$ cat config.mk
export PLATFORM = sky130hd
export DESIGN_NAME = seq_multiplier
export DESIGN_NICKNAME = d
export VERILOG_FILES = /design/src/rtl/mul_pkg.sv /design/src/rtl/mul_step.sv /design/src/rtl/seq_multiplier.sv
export SDC_FILE = /design/constraint.sdc
export NUM_CORES = 1
export LEC_CHECK = 0
export BUFFER_PORTS_ARGS = -buffer_cell sky130_fd_sc_hd__buf_4
export CAP_MARGIN = 5
export CORE_MARGIN = 1.5
export CORE_UTILIZATION = 66
export CTS_BUF_LIST = sky130_fd_sc_hd__clkbuf_8 sky130_fd_sc_hd__clkbuf_16
export DETAILED_ROUTE_END_ITERATION = 16
export GPL_TIMING_DRIVEN = 0
export PLACE_DENSITY = 0.92
export SYNTH_ARGS = -nofsm -noshare
export SYNTH_HDL_FRONTEND = slang
export SYNTH_HIERARCHICAL = 1
export SYNTH_SLANG_ARGS = --single-unit
$ cat constraint.sdc
create_clock -name clk -period 9.95 [get_ports clk]
set_clock_uncertainty 0.15 [all_clocks]
set_input_delay 0.4975 -clock clk [delete_from_list [all_inputs] [get_ports clk]]
set_output_delay 0.4975 -clock clk [all_outputs]
set_load 0.01 [all_outputs]
$ cat src/rtl/mul_pkg.sv
// Shared definitions for the iterative shift-add multiplier.
// FSM state type and parameter-derived sizing helpers.
package mul_pkg;

  typedef enum logic [1:0] {
    IDLE,
    BUSY,
    DONE
  } state_t;

  // Number of BUSY iterations needed to consume the whole multiplier.
  function automatic int steps_f(input int width, input int bpc);
    return width / bpc;
  endfunction

  // Step counter width; never narrower than one bit.
  function automatic int cnt_w_f(input int width, input int bpc);
    int s;
    s = width / bpc;
    return (s > 1) ? $clog2(s) : 1;
  endfunction

  // Legal configuration: width of at least 2, digit size dividing width.
  function automatic bit cfg_ok(input int width, input int bpc);
    return (width >= 2) && (bpc >= 1) && (bpc <= width)
        && ((width % bpc) == 0);
  endfunction

endpackage

$ cat src/rtl/mul_step.sv
// One shift-add iteration: multiply a digit of the multiplier by the
// multiplicand, align it, and fold it into the running accumulator.
module mul_step
  import mul_pkg::*;
#(
  parameter int WIDTH          = 16,
  parameter int BITS_PER_CYCLE = 1,
  parameter int SHW            = 4
) (
  input  logic [WIDTH:0]          i_mcand,
  input  logic [BITS_PER_CYCLE-1:0] i_digit,
  input  logic [SHW-1:0]          i_shamt,
  input  logic [2*WIDTH:0]        i_acc,
  output logic [2*WIDTH:0]        o_acc
);

  localparam int AW = 2 * WIDTH + 1;

  logic [AW-1:0] w_prod;

  // Partial product of this digit, shifted into place and accumulated.
  always_comb begin
    w_prod = AW'(i_mcand) * AW'(i_digit);
    o_acc  = i_acc + (w_prod << i_shamt);
  end

endmodule

$ cat src/rtl/seq_multiplier.sv
// Iterative sign-magnitude shift-add multiplier behind valid/ready.
// Consumes BITS_PER_CYCLE multiplier bits per BUSY cycle.
module seq_multiplier
  import mul_pkg::*;
#(
  parameter int WIDTH          = 16,
  parameter int BITS_PER_CYCLE = 1
) (
  input  logic               clk,
  input  logic               rst,
  input  logic               in_valid,
  output logic               in_ready,
  input  logic [WIDTH-1:0]   a,
  input  logic [WIDTH-1:0]   b,
  input  logic               is_signed,
  output logic               out_valid,
  input  logic               out_ready,
  output logic [2*WIDTH-1:0] y
);

  localparam int STEPS = steps_f(WIDTH, BITS_PER_CYCLE);
  localparam int CW    = cnt_w_f(WIDTH, BITS_PER_CYCLE);
  localparam int AW    = 2 * WIDTH + 1;
  localparam int SHW   = $clog2(WIDTH);
  localparam logic [CW-1:0] LAST = CW'(STEPS - 1);

  if (!cfg_ok(WIDTH, BITS_PER_CYCLE)) begin : g_bad_cfg
    $error("seq_multiplier: BITS_PER_CYCLE must divide WIDTH >= 2");
  end

  state_t             r_state;
  state_t             w_state_nxt;
  logic [WIDTH:0]     r_mcand;
  logic [WIDTH:0]     r_mplier;
  logic               r_neg;
  logic [CW-1:0]      r_cnt;
  logic [AW-1:0]      r_acc;
  logic [2*WIDTH-1:0] r_y;

  logic               w_accept;
  logic               w_last;
  logic               w_a_flip;
  logic               w_b_flip;
  logic [WIDTH:0]     w_a_mag;
  logic [WIDTH:0]     w_b_mag;
  logic [SHW-1:0]     w_shamt;
  logic [AW-1:0]      w_acc_nxt;
  logic [2*WIDTH-1:0] w_y_fin;

  assign w_accept = in_valid && (r_state == IDLE);
  assign w_last   = (r_cnt == LAST);
  assign w_a_flip = is_signed && a[WIDTH-1];
  assign w_b_flip = is_signed && b[WIDTH-1];

  // Negation in WIDTH+1 bits so the most negative operand still fits.
  assign w_a_mag = w_a_flip ? -{1'b1, a} : {1'b0, a};
  assign w_b_mag = w_b_flip ? -{1'b1, b} : {1'b0, b};

  assign w_shamt = SHW'(int'(r_cnt) * BITS_PER_CYCLE);

  assign w_y_fin = r_neg ? -w_acc_nxt[2*WIDTH-1:0]
                         :  w_acc_nxt[2*WIDTH-1:0];

  assign y = r_y;

  mul_step #(
    .WIDTH         (WIDTH),
    .BITS_PER_CYCLE(BITS_PER_CYCLE),
    .SHW           (SHW)
  ) u_step (
    .i_mcand(r_mcand),
    .i_digit(r_mplier[BITS_PER_CYCLE-1:0]),
    .i_shamt(w_shamt),
    .i_acc  (r_acc),
    .o_acc  (w_acc_nxt)
  );

  // State register.
  always_ff @(posedge clk or posedge rst) begin
    if (rst) begin
      r_state <= IDLE;
    end else begin
      r_state <= w_state_nxt;
    end
  end

  // Next-state logic and handshake decodes of the current state.
  always_comb begin
    w_state_nxt = r_state;
    in_ready    = 1'b0;
    out_valid   = 1'b0;
    unique case (r_state)
      IDLE: begin
        in_ready = 1'b1;
        if (in_valid) w_state_nxt = BUSY;
      end
      BUSY: begin
        if (w_last) w_state_nxt = DONE;
      end
      DONE: begin
        out_valid = 1'b1;
        if (out_ready) w_state_nxt = IDLE;
      end
      default: w_state_nxt = IDLE;
    endcase
  end

  // Operand capture, iteration datapath and result register.
  always_ff @(posedge clk or posedge rst) begin
    if (rst) begin
      r_mcand  <= '0;
      r_mplier <= '0;
      r_neg    <= 1'b0;
      r_cnt    <= '0;
      r_acc    <= '0;
      r_y      <= '0;
    end else if (w_accept) begin
      r_mcand  <= w_a_mag;
      r_mplier <= w_b_mag;
      r_neg    <= w_a_flip ^ w_b_flip;
      r_cnt    <= '0;
      r_acc    <= '0;
    end else if (r_state == BUSY) begin
      r_acc    <= w_acc_nxt;
      r_mplier <= r_mplier >> BITS_PER_CYCLE;
      r_cnt    <= r_cnt + 1'b1;
      if (w_last) r_y <= w_y_fin;
    end
  end

endmodule

* Word-level counts from Yosys, hierarchy flattened
Index checks and enable logic that the tools add are counted.
Storage, ports and cells: input port bits 37, output and inout bits 34, logic and storage cells 44, register bits 106
Operators by class: eq/ne operators 6, bitwise operators 2, multiplexer cells 15, shifts and indexed selects 1, reduce and logical (&&, ||, !) cells 7, add/sub/neg operators 5, $mul 1
Operators by type and width (number):
- $mux 17 | 4
- $mux 33 | 2
- $neg 17->17 | 2
- $add 33x33->33 | 1
- $shl 18x4->33 | 1
- $mux 32 | 1
- $neg 32->32 | 1
- $mul 17x1->18 | 1
- $mux 4 | 2
- $mux 2 | 3
- $ne 2x2->1 const B | 3
- $pmux 2 s3 | 1
- $reduce_and 3->1 | 2
- $add 4x1->4 const B | 1
- $eq 4x4->1 const B | 1
- $logic_and 1x1->1 | 3
- $eq 2x1->1 const B | 1
- $eq 2x2->1 const B | 1
- $logic_not 2->1 | 1
- $mux 1 | 2
- $reduce_bool 2->1 | 1
- $not 1->1 | 1
- $xor 1x1->1 | 1

* Longest topological paths before layout
Gate-level depths: netlist of run 1.
depth after elaboration 5, gate-level depth with buffers 23, gate-level depth less buffers 21

* Cells and area by module
The synthesis of run 1 kept the hierarchy.
By module, submodules not included:
- seq_multiplier | times used 1, seq. area each 2652.5 um^2, area an instance 5446.5 um^2, cells each 623
- mul_step | times used 1, seq. area each 0.0 um^2, area an instance 2548.7 um^2, cells each 386

* Worst setup path before layout of run 1
Ideal clock, no wire load.
path kind register to register, start register r_cnt[0], end register r_y[26], in the netlist y[26], setup slack 4.983 ns, required time 9.670 ns, library setup time 0.130 ns, path buffers 1, period minus slack after synthesis 4.967 ns, stages on the path, launching flop included 21, arrival 4.688 ns, cell sequence dfrtp_1 > buf_1 > mux2_2 > o211ai_1 > nor2_1 > a31oi_1 > o22ai_1 > ha_1 > a21oi_4 > o211ai_1 > a21o_1 > a41o_1 > nand2_1 > a21oi_1 > a221oi_1 > xnor2_1 > nor4_4 > nand4_4 > o41ai_1 > xor2_1 > o21ai_1
On the way: longest elaborated chain between the ends 4, elaborated cells between the ends (all ways) 6, classes of those cells 2 x add/sub; 1 x eq/ne; 1 x shift; 1 x mux; 1 x reduce/logical
Ends and longest elaborated chain:
- start: declaration | RTL line seq_multiplier.sv:36 | logic [CW-1:0] r_cnt;
- start signal: assignment | RTL line seq_multiplier.sv:126 | r_cnt <= r_cnt + 1'b1;
- $shl 18x4->33 | RTL line mul_step.sv:24 | o_acc = i_acc + (w_prod << i_shamt);
- $add 33x33->33 | RTL line mul_step.sv:24
- named net w_acc_nxt[17] | RTL line seq_multiplier.sv:47 | logic [AW-1:0] w_acc_nxt;
- $neg 32->32 | RTL line seq_multiplier.sv:61 | assign w_y_fin = r_neg ? -w_acc_nxt[2*WIDTH-1:0]
- $mux 32 | RTL line seq_multiplier.sv:61
- end signal: assignment | RTL line seq_multiplier.sv:127 | if (w_last) r_y <= w_y_fin;
- end: declaration | RTL line seq_multiplier.sv:38 | logic [2*WIDTH-1:0] r_y;
The timed path passes the listed nets, and every way through them passes these cells. A chain may end at the register's enable or synchronous reset.

* Worst setup path in the final report of run 1
start register r_cnt[0], end register r_y[30], in the netlist y[30]
Same word-level chain as after synthesis.

==> run_results.csv, run 1 <==
group,metric,value,unit
status,run_status,"finished with violations",
status,violations,"DRC",
synth,synth_fp_nets,1074,
clocking,clkSlewWorstSetupHoldPaths,70,ps
worst_setup_path,worstPathCellList,"buf_1 -> mux2_2 -> o211ai_1 -> nor2_1 -> a31oi_1 -> o22ai_1 -> ha_1 -> a21oi_4 -> o211ai_1 -> a21o_1 -> a41o_1 -> nand2_1 -> a21oi_1 -> a221oi_1 -> xnor2_1 -> nor4_4 -> nand4_4 -> o41ai_2 -> xor2_1 -> o21ai_1",
sta,final_worst_path_period_share,58.3,%
clocking,cts_resized,0,
worst_setup_path,worstPathBufferInverterCount,1,
placed_design,place_inst,1214,
power_and_ir_drop,vdd_ir_drop_max,0.170,mV
sta,finalSetupTns,0,ps
worst_setup_path,crit_fanout,10,
routing,initialDrtViolationCount,524,
routing,dr_vias,7620,
clocking,clk-insertion-delay-late,350,ps
clocking,clockBufferDepth,2,
placed_design,routabilityCongestion,0.940,
routing,post_drt_via_cell_ratio,6.20,
clocking,clock-root-buffer,"clkbuf_16",
finish,final_layout_size_suffix_gt1_share,11.2,%
global_routing,via_count_of_the_first_global_routing_pass,7103,
finish,nets,1156,
placed_design,placement.io_buffers,70,
finish,antennaDiodeCount,0,
worst_setup_path,timing.critical_path.required,10020,ps
global_routing,grt_antenna_before_repair,0,
hold_path,worst_hold_path_type,"primary input to asynchronous set/reset pin",
clocking,clkSinkCount,105,
sta,slew_headroom,39.1,%
die,io_count,71,
worst_setup_path,r2r_cells,20,
worst_setup_path,regToRegStartpoint,"r_cnt[0]$_DFFE_PP0P_",
sta,max_slew.worst_pin.slew,901,ps
synth,synthesis.instances,1000,
finish,instances_no_fill,1230,
sta,final_period_minus_worst_setup_slack,5800,ps
worst_setup_path,top_cell_by_count_worst_path,"o211ai_1",
global_routing,pin_count_of_the_biggest_net_entering_global_routing,54,
die,floorplan.die.width,113,µm
routing,drc,4,
run,number_of_maximum_capacitance_violations,0,
worst_setup_path,cp_slowest_cell,"dfrtp_1",
global_routing,global_route_wire_length_before_repair,34000,µm
global_routing,track_usage,33.2,%
synth,yosys_warnings,6,
clocking,post-cts-setup-buffers,0,
sta,hold-worst-slack,101,ps
sta,hold_violations,0,
worst_setup_path,setup.worst_path.end_class,"flop",
sta,clock.fmax,0.172,GHz
die,fp.dieArea,12700,µm²
sta,grt_setup_unrepaired,"no",
worst_setup_path,slowest_delay,510,ps
placed_design,placement.cell_area,8650,µm²
routing,drt-total-wl,20600,µm
worst_setup_path,crit_type,"flop to flop",
synth,syn_area,7920,µm²
die,rows,39,
power_and_ir_drop,p_leak,0.00411,µW
die,design.core.area,11600,µm²
synth,postSynthAreaPerCell,7.92,µm²
sta,slew_violations,0,
placed_design,detailed_place_hpwl,16000,µm
worst_setup_path,timing.critical_path.arrival,5870,ps
global_routing,gr-total-overflow,0,
routing,drt.antenna.violating_nets,0,
finish,area_delta_synth_final,13.2,%
routing,drt_pre_antenna_iters,11,
worst_setup_path,crit_family,"compound AO/OA/AOI/OAI gates",
die,initial_core_util,68.5,%
die,vertical_die_dimension,113,µm
clocking,cts_max_level,3,
worst_setup_path,setup.worst_path.start_class,"flop",
sta,setup_violations,0,
clocking,cts_tree,"yes",
power_and_ir_drop,power.density,383,nW/µm²
clocking,number_of_buffers_inserted_for_hold_repair_after_clock_tree_synthesis,0,
worst_setup_path,reg2reg_setup_slack,4150,ps
finish,finish.instance_area,8970,µm²
clocking,cts_made_buffers,9,
routing,detail_route.wl_per_cell,16.7,µm
worst_setup_path,critical_path.reg2reg.endpoint,"y[30]$_DFFE_PP0P_",
==> worst max-delay path by stage <==
| stage | startpoint | to | slack [ps] | cells past startpoint |
|---|---|---|---|---|
| after floorplan | r_cnt[0]$_DFFE_PP0P_ | y[26]$_DFFE_PP0P_ | 4980 | 20 |
| after global placement | r_cnt[0]$_DFFE_PP0P_ | y[29]$_DFFE_PP0P_ | 4320 | 20 |
| after detailed placement | r_cnt[0]$_DFFE_PP0P_ | y[29]$_DFFE_PP0P_ | 4250 | 20 |
| after CTS | r_cnt[0]$_DFFE_PP0P_ | y[29]$_DFFE_PP0P_ | 4250 | 20 |
| after global routing | r_cnt[0]$_DFFE_PP0P_ | y[30]$_DFFE_PP0P_ | 3850 | 20 |
| final | r_cnt[0]$_DFFE_PP0P_ | y[30]$_DFFE_PP0P_ | 4150 | 20 |
==> cell type report <==
class	instances	area, µm²
multi-input cells	824	5010
flip-flops and latches	105	2630
fillers	882	2600
well taps	143	179
clock buffers	10	239
plain buffers	54	215
repair buffers	71	553
inverters	17	66.3
clock inverters	6	72.6
==> registers in the layout, summed over array words and instances, names as in the netlist <==
name / flops
r_state: 2
y: 32
r_neg: 1
r_cnt: 4
r_mcand: 17
r_acc: 32
r_mplier: 17
==> placed cells by master, fill, tap and decap left out, drive strengths merged, types with 5 or more instances in the layout <==
cell,instances
dfrtp,105
nand2,205
mux2,5
o22ai,6
or4,5
inv,19
nor3,17
nor2b,7
a31oi,22
nor2,69
and2,11
o21a,5
nand4,9
nand3,29
nor4,12
nand2b,8
o41ai,5
o21ai,128
xnor2,34
buf,82
o31ai,14
ha,36
clkbuf,53
mux2i,13
o211ai,5
and3,16
xor2,49
a21o,20
a21oi,53
==> report_power, final <==
group | leakage [µW] | switching, µW | internal (µW)
registers | 0.00134 | 124 | 614
logic | 0.00262 | 1480 | 842
clock network | 0.000155 | 170 | 206
==> routing by layer <==
metal	wire, µm	track usage [%]
met4	716	13.2
met5	0	0
met2	9890	56.3
met1	8560	42.6
met3	1420	5.29
==> through the flow <==
stage / setup WS [ps] / power (µW) / utilization [%]
CTS: 4250 / 3390 / 77.5
global route: 3850 / 3700 / 77.5
finish: 4150 / 3440 / 77.5
detailed placement: 4250 / 3000 / 74.8
global placement: 4320 / 2920 / 74.6
floorplan: 4980 / 2430 / -
Power figures use the tool's default switching activity.
==> run 2: changes to the inputs <==
Settings changed: CORE_UTILIZATION 66 to 55, PLACE_DENSITY 0.92 to 0.82.
Clock period 9.95 ns to 5.1 ns, I/O delays scaled along.
==> run_results.csv, run 2 (synthesis gave the netlist of run 1 again) <==
group,metric,value,unit
routing,drt-total-wl,21100,µm
sta,slew_headroom,33.2,%
routing,dr_vias,7673,
routing,drt.antenna.violating_nets,0,
status,run_status,"finished, final reports clean",
die,rows,43,
clocking,clkSinkCount,105,
global_routing,track_usage,27.3,%
sta,slew_violations,0,
hold_path,worst_hold_path_type,"primary input to flop",
worst_setup_path,reg2reg_setup_slack,30,ps
worst_setup_path,setup.worst_path.end_class,"flop",
die,design.core.area,14000,µm²
worst_setup_path,top_cell_by_count_worst_path,"o211ai_1",
clocking,cts_made_buffers,9,
routing,detail_route.wl_per_cell,16.4,µm
sta,fin_ws,29.5,ps
sta,setup_violations,0,
placed_design,dpl_worst_slack,-579,ps
worst_setup_path,worstPathCellList,"buf_8 -> mux2_2 -> o211ai_1 -> nor2_1 -> a31oi_1 -> o22ai_1 -> ha_4 -> a21oi_4 -> o211ai_1 -> a21o_1 -> a41o_2 -> nand2_1 -> a21oi_2 -> a221oi_2 -> xnor2_2 -> nor4_4 -> buf_4 -> nand4_4 -> buf_6 -> o21ai_1 -> xor2_1 -> o21ai_0",
worst_setup_path,crit_fanout,8,
clocking,clk-insertion-delay-late,360,ps
finish,nets,1175,
clocking,clkSlewWorstSetupHoldPaths,70,ps
clocking,clockBufferDepth,2,
worst_setup_path,critical_path.reg2reg.endpoint,"y[23]$_DFFE_PP0P_",
worst_setup_path,timing.critical_path.arrival,5160,ps
power_and_ir_drop,p_leak,0.00431,µW
clocking,cts_tree,"yes",
global_routing,gr-total-overflow,0,
die,floorplan.die.width,123,µm
routing,initialDrtViolationCount,597,
sta,max_slew.worst_pin.slew,987,ps
hold_path,hold_path_end,"r_mcand[15]$_DFFE_PP0P_",
sta,clock.fmax,0.197,GHz
placed_design,detailed_place_hpwl,15200,µm
routing,drt_pre_antenna_iters,8,
finish,finish.instance_area,9520,µm²
die,initial_core_util,56.6,%
placed_design,placement.cell_area,8700,µm²
worst_setup_path,r2r_cells,22,
placed_design,placement.io_buffers,70,
hold_path,hold_depth,3,
sta,final_period_minus_worst_setup_slack,5070,ps
sta,final_worst_path_period_share,99.4,%
worst_setup_path,setup.worst_path.start_class,"flop",
placed_design,routabilityCongestion,0.917,
power_and_ir_drop,power.density,771,nW/µm²
global_routing,via_count_of_the_first_global_routing_pass,6741,
worst_setup_path,cp_slowest_cell,"dfrtp_2",
worst_setup_path,crit_type,"flop to flop",
finish,final_layout_size_suffix_gt1_share,17.3,%
sta,grt_setup_unrepaired,"yes",
die,fp.dieArea,15100,µm²
run,number_of_maximum_capacitance_violations,0,
finish,area_delta_synth_final,20.2,%
die,io_count,71,
clocking,cts_max_level,3,
worst_setup_path,regToRegStartpoint,"r_cnt[0]$_DFFE_PP0P_",
finish,final_cell_mix,"nand2_1 (201), o21ai_0 (114), dfrtp_1 (103)",
routing,drc,0,
die,vertical_die_dimension,123,µm
power_and_ir_drop,vdd_ir_drop_max,0.427,mV
worst_setup_path,slowest_delay,490,ps
sta,hold_violations,0,
clocking,clock-root-buffer,"clkbuf_16",
global_routing,grt_antenna_before_repair,0,
worst_setup_path,timing.critical_path.required,5190,ps
finish,antennaDiodeCount,0,
hold_path,holdCritStartpoint,"a[15]",
global_routing,pin_count_of_the_biggest_net_entering_global_routing,69,
global_routing,global_route_wire_length_before_repair,32800,µm
sta,hold-worst-slack,15.0,ps
routing,post_drt_via_cell_ratio,5.97,
finish,most_common_cell_after_layout_fill_and_taps_aside,"nand2_1",
[run 2: critical path, delay by kind of cell, from the launching register on]
family          cells  cell delay (ps)
mux                 1              340
buf+inv             3              570
simple gates        4              660
flops               1              490
fa+ha+maj           1              280
xor+xnor            2              330
compound gates     11             2110
[run 2: layer usage]
layer,global-route usage [%],wire (µm)
met3,3.55,1100
met2,44.7,10100
met4,10.8,567
met5,0,0
met1,36.8,9320
[run 2: how the worst max path moves through the flow]
stage	to	from	slack (ps)	cells after the start
2_1_floorplan	y[26]$_DFFE_PP0P_	r_cnt[0]$_DFFE_PP0P_	130	20
3_3_place_gp	y[26]$_DFFE_PP0P_	r_cnt[0]$_DFFE_PP0P_	-560	20
3_5_place_dp	y[26]$_DFFE_PP0P_	r_cnt[0]$_DFFE_PP0P_	-580	20
4_1_cts	y[30]$_DFFE_PP0P_	r_cnt[1]$_DFFE_PP0P_	0.6	21
5_1_grt	y[23]$_DFFE_PP0P_	r_cnt[0]$_DFFE_PP0P_	-170	21
6_report	y[23]$_DFFE_PP0P_	r_cnt[0]$_DFFE_PP0P_	30	22
[run 2: report_power, final]
group,internal (µW),switching [µW],leakage (µW),total (µW)
sequential,1200,257,0.00133,1460
clock,386,344,0.000144,730
combinational,1970,3180,0.00284,5150
total,3560,3780,0.00431,7340
[run 2: repair_timing]
| action | in CTS | in global routing |
|---|---|---|
| buffers inserted | 1 | 16 |
| pin swaps | 1 | 24 |
| hold endpoints to repair | 38 | 0 |
| cloned | 0 | 2 |
| gates resized for setup | 15 | 64 |
| setup endpoints to repair | 15 | 14 |
| hold buffers | 2 | 0 |
[run 2: through the flow]
step                      utilization, %  setup TNS [ps]  power (µW)  instances
after detailed placement            62.2           -5990        5820       1251
after CTS                           64.9               0        6650       1269
final                               68.0               0        7340       1285
after global placement              62.0           -5520        5700       1250
after global routing                68.0           -1200        7860       1285
after floorplan                        -               0        4750       1000
[run 2: cell type report]
cell class / count / area (µm²)
multi-input combinational: 825 / 5340
fill: 1151 / 4470
sequential: 105 / 2630
timing repair buffer: 91 / 729
buffer: 52 / 230
clock buffer: 9 / 225
tap: 180 / 225
clock inverter: 6 / 75.1
inverter: 17 / 67.6
